==> src/rtl/axi_rd_arbiter.sv <==
// rtl/axi_rd_arbiter.sv - two-to-one AXI4 read arbiter, one burst outstanding at a time
module axi_rd_arbiter #(
    parameter int AXI_ADDR_WIDTH = 32,
    parameter int AXI_DATA_WIDTH = 64,
    parameter bit PRIO0          = 1'b0
) (
    input  logic                      clk_100Mhz,
    input  logic                      rst,

    input  logic [AXI_ADDR_WIDTH-1:0] m0_araddr,
    input  logic [7:0]                m0_arlen,
    input  logic [2:0]                m0_arsize,
    input  logic [1:0]                m0_arburst,
    input  logic [3:0]                m0_arcache,
    input  logic                      m0_arvalid,
    output logic                      m0_arready,
    output logic                      m0_rvalid,
    input  logic                      m0_rready,
    output logic                      m0_rlast,
    output logic [AXI_DATA_WIDTH-1:0] m0_rdata,

    input  logic [AXI_ADDR_WIDTH-1:0] m1_araddr,
    input  logic [7:0]                m1_arlen,
    input  logic [2:0]                m1_arsize,
    input  logic [1:0]                m1_arburst,
    input  logic [3:0]                m1_arcache,
    input  logic                      m1_arvalid,
    output logic                      m1_arready,
    output logic                      m1_rvalid,
    input  logic                      m1_rready,
    output logic                      m1_rlast,
    output logic [AXI_DATA_WIDTH-1:0] m1_rdata,

    output logic [AXI_ADDR_WIDTH-1:0] ARADDR,
    output logic [7:0]                ARLEN,
    output logic [2:0]                ARSIZE,
    output logic [1:0]                ARBURST,
    output logic [3:0]                ARCACHE,
    output logic                      ARVALID,
    input  logic                      ARREADY,
    input  logic                      RVALID,
    input  logic                      RLAST,
    input  logic [AXI_DATA_WIDTH-1:0] RDATA,
    output logic                      RREADY,

    output logic [1:0]                state,
    output logic                      grant,
    output logic                      beat_err
);

    typedef enum logic [1:0] {
        IDLE = 2'd0,
        ADDR = 2'd1,
        DATA = 2'd2
    } state_t;

    state_t      state_q;
    state_t      state_d;
    logic        last_grant;
    logic [7:0]  arlen_q;
    logic [8:0]  beat_cnt;
    logic        any_req;
    logic        winner;
    logic        in_addr;
    logic        in_data;
    logic        r_hs;

    assign any_req = m0_arvalid || m1_arvalid;

    // last_grant resets to 1 so requester 0 wins the first round-robin tie
    assign winner = PRIO0 ? !m0_arvalid
                  : ((m0_arvalid && m1_arvalid) ? !last_grant : m1_arvalid);

    assign in_addr = (state_q == ADDR);
    assign in_data = (state_q == DATA);

    assign m0_arready = in_addr && !grant && ARREADY;
    assign m1_arready = in_addr &&  grant && ARREADY;

    assign RREADY     = in_data && (grant ? m1_rready : m0_rready);
    assign r_hs       = RVALID && RREADY;

    assign m0_rvalid  = in_data && !grant && RVALID;
    assign m1_rvalid  = in_data &&  grant && RVALID;
    assign m0_rlast   = in_data && !grant && RLAST;
    assign m1_rlast   = in_data &&  grant && RLAST;
    assign m0_rdata   = RDATA;
    assign m1_rdata   = RDATA;

    assign state      = state_q;

    always_ff @(posedge clk_100Mhz or negedge rst) begin
        if (!rst) begin
            state_q <= IDLE;
        end else begin
            state_q <= state_d;
        end
    end

    always_comb begin
        state_d = state_q;
        case (state_q)
            IDLE:    if (any_req)               state_d = ADDR;
            ADDR:    if (ARVALID && ARREADY)    state_d = DATA;
            DATA:    if (r_hs && RLAST)         state_d = IDLE;
            default:                            state_d = IDLE;
        endcase
    end

    always_ff @(posedge clk_100Mhz or negedge rst) begin
        if (!rst) begin
            grant      <= 1'b0;
            last_grant <= 1'b1;
            ARADDR     <= '0;
            ARLEN      <= '0;
            ARSIZE     <= '0;
            ARBURST    <= '0;
            ARCACHE    <= '0;
            ARVALID    <= 1'b0;
            arlen_q    <= '0;
            beat_cnt   <= '0;
            beat_err   <= 1'b0;
        end else begin
            case (state_q)
                IDLE: begin
                    if (any_req) begin
                        grant   <= winner;
                        ARADDR  <= winner ? m1_araddr  : m0_araddr;
                        ARLEN   <= winner ? m1_arlen   : m0_arlen;
                        ARSIZE  <= winner ? m1_arsize  : m0_arsize;
                        ARBURST <= winner ? m1_arburst : m0_arburst;
                        ARCACHE <= winner ? m1_arcache : m0_arcache;
                        arlen_q <= winner ? m1_arlen   : m0_arlen;
                        ARVALID <= 1'b1;
                    end
                end
                ADDR: begin
                    if (ARVALID && ARREADY) begin
                        ARVALID  <= 1'b0;
                        beat_cnt <= '0;
                    end
                end
                DATA: begin
                    if (r_hs) begin
                        beat_cnt <= beat_cnt + 9'd1;
                        // beat_cnt still holds the count of earlier beats here
                        if (RLAST) begin
                            if (beat_cnt != {1'b0, arlen_q}) begin
                                beat_err <= 1'b1;
                            end
                            last_grant <= grant;
                        end
                    end
                end
                default: ;
            endcase
        end
    end

endmodule

==> config.mk <==
export PLATFORM = sky130hd
export DESIGN_NAME = axi_rd_arbiter
export DESIGN_NICKNAME = d
export VERILOG_FILES = /design/src/rtl/axi_rd_arbiter.sv
export SDC_FILE = /design/constraint.sdc
export NUM_CORES = 1
export LEC_CHECK = 0
export ABC_CLOCK_PERIOD_IN_PS = 3500
export CAP_MARGIN = 15
export CORE_AREA = 2 2 141 143
export DETAILED_ROUTE_END_ITERATION = 16
export DIE_AREA = 0 0 143 145
export GPL_ROUTABILITY_DRIVEN = 0
export HOLD_SLACK_MARGIN = 0.08
export PLACE_DENSITY = 0.68
export SYNTH_ARGS = -nofsm -noshare
export SYNTH_HDL_FRONTEND = slang
export SYNTH_SLANG_ARGS = --single-unit
==> constraint.sdc <==
create_clock -name clk_100Mhz -period 3.5 [get_ports clk_100Mhz]
set_input_delay 0.7 -clock clk_100Mhz [delete_from_list [all_inputs] [get_ports clk_100Mhz]]
set_output_delay 0.7 -clock clk_100Mhz [all_outputs]
set_load 0.02 [all_outputs]
Word-level counts from Yosys, hierarchy flattened
Index checks and enable logic that the tools add are counted.
{"block": "word_totals", "register_bits": 64, "in_bits": 171, "out_inout_bits": 189, "elab_cells": 63}
{"block": "classes", "addsub": 1, "n_eq_ne": 7, "mux": 17, "reduce_logical": 27}
{"operator": "$mux 32", "count": 1}
{"operator": "$mux 9", "count": 2}
{"operator": "$pmux 9 s2", "count": 1}
{"operator": "$logic_and 1x1->1", "count": 15}
{"operator": "$reduce_and 3->1", "count": 4}
{"operator": "$add 9x1->9 const B", "count": 1}
{"operator": "$ne 9x8->1", "count": 1}
{"operator": "$mux 2", "count": 4}
{"operator": "$mux 8", "count": 1}
{"operator": "$ne 2x1->1 const B", "count": 3}
{"operator": "$pmux 2 s3", "count": 1}
{"operator": "$mux 1", "count": 4}
{"operator": "$mux 4", "count": 1}
{"operator": "$reduce_and 4->1", "count": 1}
{"operator": "$reduce_bool 2->1", "count": 2}
{"operator": "$mux 3", "count": 1}
{"operator": "$eq 2x1->1 const B", "count": 1}
{"operator": "$eq 2x2->1 const B", "count": 1}
{"operator": "$logic_not 1->1", "count": 2}
{"operator": "$logic_not 2->1", "count": 1}
{"operator": "$ne 2x2->1 const B", "count": 1}
{"operator": "$pmux 1 s2", "count": 1}
{"operator": "$reduce_and 2->1", "count": 1}
{"operator": "$logic_or 1x1->1", "count": 1}

Longest topological paths before layout
Gate-level depths: netlist of run 1.
{"block": "depth", "word_depth": 6, "ltp_mapped": 6, "depth_no_buf": 5}

Worst setup path after synthesis of run 1
OpenSTA, ideal clock, no wires.
{"block": "synth_path", "kind": "input port to output port", "start": "input m1_rready", "end": "output RREADY", "arrival_ps": 1453, "t_required_ps": 2800, "path_slack_ps": 1347, "cell_stages": 2, "n_path_buf": 0, "cell_sequence": "mux2i_1 > and2b_2"}
{"block": "synth_between", "elab_chain_len": 2}
{"item": "from (decl)", "line_no": "30", "source": "input logic m1_rready,"}
{"item": "$mux 1", "line_no": "80", "source": "assign RREADY = in_data && (grant ? m1_rready : m0_rready);"}
{"item": "$logic_and 1x1->1", "line_no": "80"}
{"item": "to (decl)", "line_no": "44", "source": "output logic RREADY,"}
Every way passes these cells.

Worst setup path in the final report of run 1
Ends and elaborated chain as after synthesis.

==> results of run 1 <==
[path summary, 6_finish.rpt]
path,startpoint,endpoint,cells past startpoint
min in group clk_100Mhz,ARADDR[9],ARADDR[9],2
hold reg to reg,ARADDR[9],ARADDR[9],2
setup reg to reg,grant,last_grant,4
hold / removal,rst,ARADDR[28],1
max in group asynchronous,rst,ARADDR[16],2
setup / recovery,m1_rready,RREADY,4
[area by class of cell]
class	instances	area [µm²]
Multi-Input combinational cell	221	1385
Timing Repair Buffer	172	1729
Tap cell	265	331.6
Inverter	1	3.754
Clock inverter	5	81.33
Sequential cell	64	1603
Fill cell	2032	13830
Clock buffer	10	239.0
[worst register-to-register path, stage by stage, from the launching register on]
cell	delay, ns
dfrtp_1	0.47
mux2i_1	0.69
nor2_2	0.14
nand2_1	0.15
mux2_2	0.35
[synthesized netlist by cell type (all sizes together)]
master  instances
buf           140
dfrtp          63
nor2           57
mux2i          50
a21oi          43
nand2          19
xnor2          11
o21ai          10
clkbuf          7
nor4            5
nand3           4
xor2            4
nor3            3
mux2            2
nand4           2
nor2b           2
a21boi          1
a21o            1
a22o            1
and2b           1
and3            1
dfstp           1
ha              1
inv             1
nand3b          1
nor3b           1
o21a            1
[through the flow]
stage | cells | hold WS, ns
after floorplan | 433 | 0.4044
after global placement | 723 | 0.5049
after detailed placement | 723 | 0.5150
after CTS | 738 | 0.4718
after global routing | 738 | 0.5041
final | 738 | 0.4441
[kinds of logic after synthesis]
kind of cell | after synthesis
buffers and inverters | 148
and+or+nand+nor | 96
DFF | 64
AOI/OAI and AO/OA | 57
muxes | 52
xor gates and xnor gates | 15
adders and majority gates | 1
[cells in the final DEF, fill, tap and decap left out, drive strengths merged, types with 4 or more instances in the layout]
master	instances
nand2	19
a21oi	43
clkbuf	10
mux2i	50
nand3	4
nor4	5
nor2	57
buf	6
dfrtp	63
xnor2	11
clkdlybuf4s50	166
o21ai	10
xor2	4
[power breakdown]
part / leakage, µW / switching, µW / total [µW] / internal [µW]
Sequential: 0.000744 / 229 / 1300 / 1070
Clock: 0.000155 / 340 / 979 / 639
Combinational: 0.00129 / 1040 / 1990 / 953
[registers in the layout, summed over array words and instances, names as in the netlist]
register    cells
ARADDR         32
ARBURST         2
last_grant      1
ARSIZE          3
state           2
ARVALID         1
grant           1
beat_cnt        9
arlen_q         8
beat_err        1
ARCACHE         4
[routing by layer]
layer | vias to the layer above | track usage [%]
met3 | 51 | 5.974
met5 | - | 0
met1 | 1302 | 11.47
li1 | 1369 | -
met4 | 0 | 6.386
met2 | 173 | 15.07
==> impl_results.md, run 1 <==
* Outcome: complete, no violations
* Antenna-violating nets left at 0
* Mapped Area at a little over 4000 µm²
* Vias at approximately 2900
* Worst path max stage delay at roughly 0.61 ns
* Resized Gates After CTS at 0
* Largest family of logic cells by synthesized area: buffers and inverters
* IO Port Bufs at 167
* Worst-path clk slew at about 0.06 ns
* Top routing layer in use: met4
* Core area at 19210 µm²
* CTS buffer count at 9
* Total Wirelength at roughly 10000 µm
* Die footprint at about 21000 µm²
* Final Cell Area at 5373 µm²
* Syn Inst Count at between 400 and 500
* Worst slew margin relative to its limit at a little under half
* Synth Area in Compound Gates at 7.363%
* Final #Nets at approximately 640
* Die height at between 100 and 150 µm
* Largest net degree at the start of global routing at a little over 60
* Crit. End Element: output pin
* Hold bufs inserted after CTS at 0
* Crit path time final at between 3 and 4 ns
* CP max-delay cell: mux2i_1
* #FFs+latches synth at 64
* Worst path buffer plus inverter count at 2
* Ports at 360
* Crit-path max FO at 9
* Crit path DAT at 2.53 ns
* Ys Warns at 0
* WP data required at 2.80 ns
* First-pass GRT wire length at 16330 µm
* Total track usage at 10.33%
* Number of core rows at slightly above 50
* Max-cap viol count at 0
* Setup Skew at 0.007912 ns
* XOR/XNOR Fraction of Synth Area at ~3.3%
* RSZ-0062 raised after global routing: no
* Wire per inst at between 10 and 15 µm
* Vias per cell at 3.923
* Ant. Diodes at 0
* Worst setup margin at 0.2708 ns
* Final Power at ~4300 µW
* Distinct cells, synth at 31
* Peak Freq at about 310 MHz
* Routed length on met1 at between 4000 and 5000 µm
* Area growth from synthesis to layout at 33.40%
* H-tree levels at 3
* Max VDD drop at about 0.25 mV
* R2R setup slack at 1.63 ns
* Sequential cell area fraction in the yosys report at 39.79%
* Multiplexer share of the synthesized area at around 13%
* Vias in the first global route at roughly 3000
* Pre-CTS setup slack at ~0.29 ns
* Worst slew pin tran at around 0.81 ns
* Clock sinks at 64
* Worst skew pair latency at 0.33 ns
* LEAKAGE at between 0.002 and 0.0025 µW
* Layout cells sized above 1 at 5.920%
* Largest area contributor in the synthesized netlist: dfrtp_1
* Kind of start point of the critical path: primary input
* Final Core Density at around 28%
* Post-CTS Setup Bufs at 0
* Hold Crit Class: in -> async
* Finish-stage setup viols at 0
* Grt ovf at 0
* Initial drt markers at between 60 and 70
* Longest Clk Path Bufs at 2
* Length of routed met2 wiring at 4540 µm
* Setup tns final at 0 ns
* Fin crit share at between 90% and 100%
* Critical path class: in -> out
* Syn Area/Cell at approximately 9.3 µm²
* Simple-Gate Fraction of Synth Area at between 10% and 20%
* Detailed Place HPWL at between 7000 and 8000 µm
* Post-Synth Adder-Cell Area at less than 1%
* Top cells by area, synth: dfrtp_1, buf_4, mux2i_1
* Most common cell on crit path: clkdlybuf4s50_1
* Top-area cell type share of the netlist area at between 30 and 40%
* Initial Utilization at 20.97%
* CTS tree: yes
* Initial antenna violation count at 0
* Syn_nets at 605
* Final Max Slew Viols at 0
* Total power density per cell area at a little under 800 nW/µm²
* Drt drc at 0
* Top delay family on crit path: buffers and inverters
* Metal3 WL at 1215 µm
* Clk root buf: clkbuf_16
* Critical path, cell by cell: clkdlybuf4s50_1 -> mux2i_1 -> and2b_2 -> clkdlybuf4s50_1
* First-pass DRT Iterations at 4
* Die W at 143 µm
* Final Hold Fails at 0
* Placed Area at a little over 5000 µm²
Power figures use the tool's default switching activity.
==> inputs of run 2 (changes only) <==
--- a/config.mk
+++ b/config.mk
@@ -8,6 +8,7 @@
 export ABC_CLOCK_PERIOD_IN_PS = 3500
 export CAP_MARGIN = 15
 export CORE_AREA = 2 2 141 143
+export CTS_CLUSTER_DIAMETER = 60
 export DETAILED_ROUTE_END_ITERATION = 16
 export DIE_AREA = 0 0 143 145
 export GPL_ROUTABILITY_DRIVEN = 0
==> results of run 2 <==
The final DEF is identical to that of run 1; final timing and power are the same.
==> inputs of run 3 (changes only) <==
--- a/config.mk
+++ b/config.mk
@@ -14,6 +14,7 @@
 export GPL_ROUTABILITY_DRIVEN = 0
 export HOLD_SLACK_MARGIN = 0.08
 export PLACE_DENSITY = 0.68
+export SETUP_SLACK_MARGIN = 0.15
 export SYNTH_ARGS = -nofsm -noshare
 export SYNTH_HDL_FRONTEND = slang
 export SYNTH_SLANG_ARGS = --single-unit
==> results of run 3 <==
The final DEF is identical to that of run 1; final timing and power are the same.
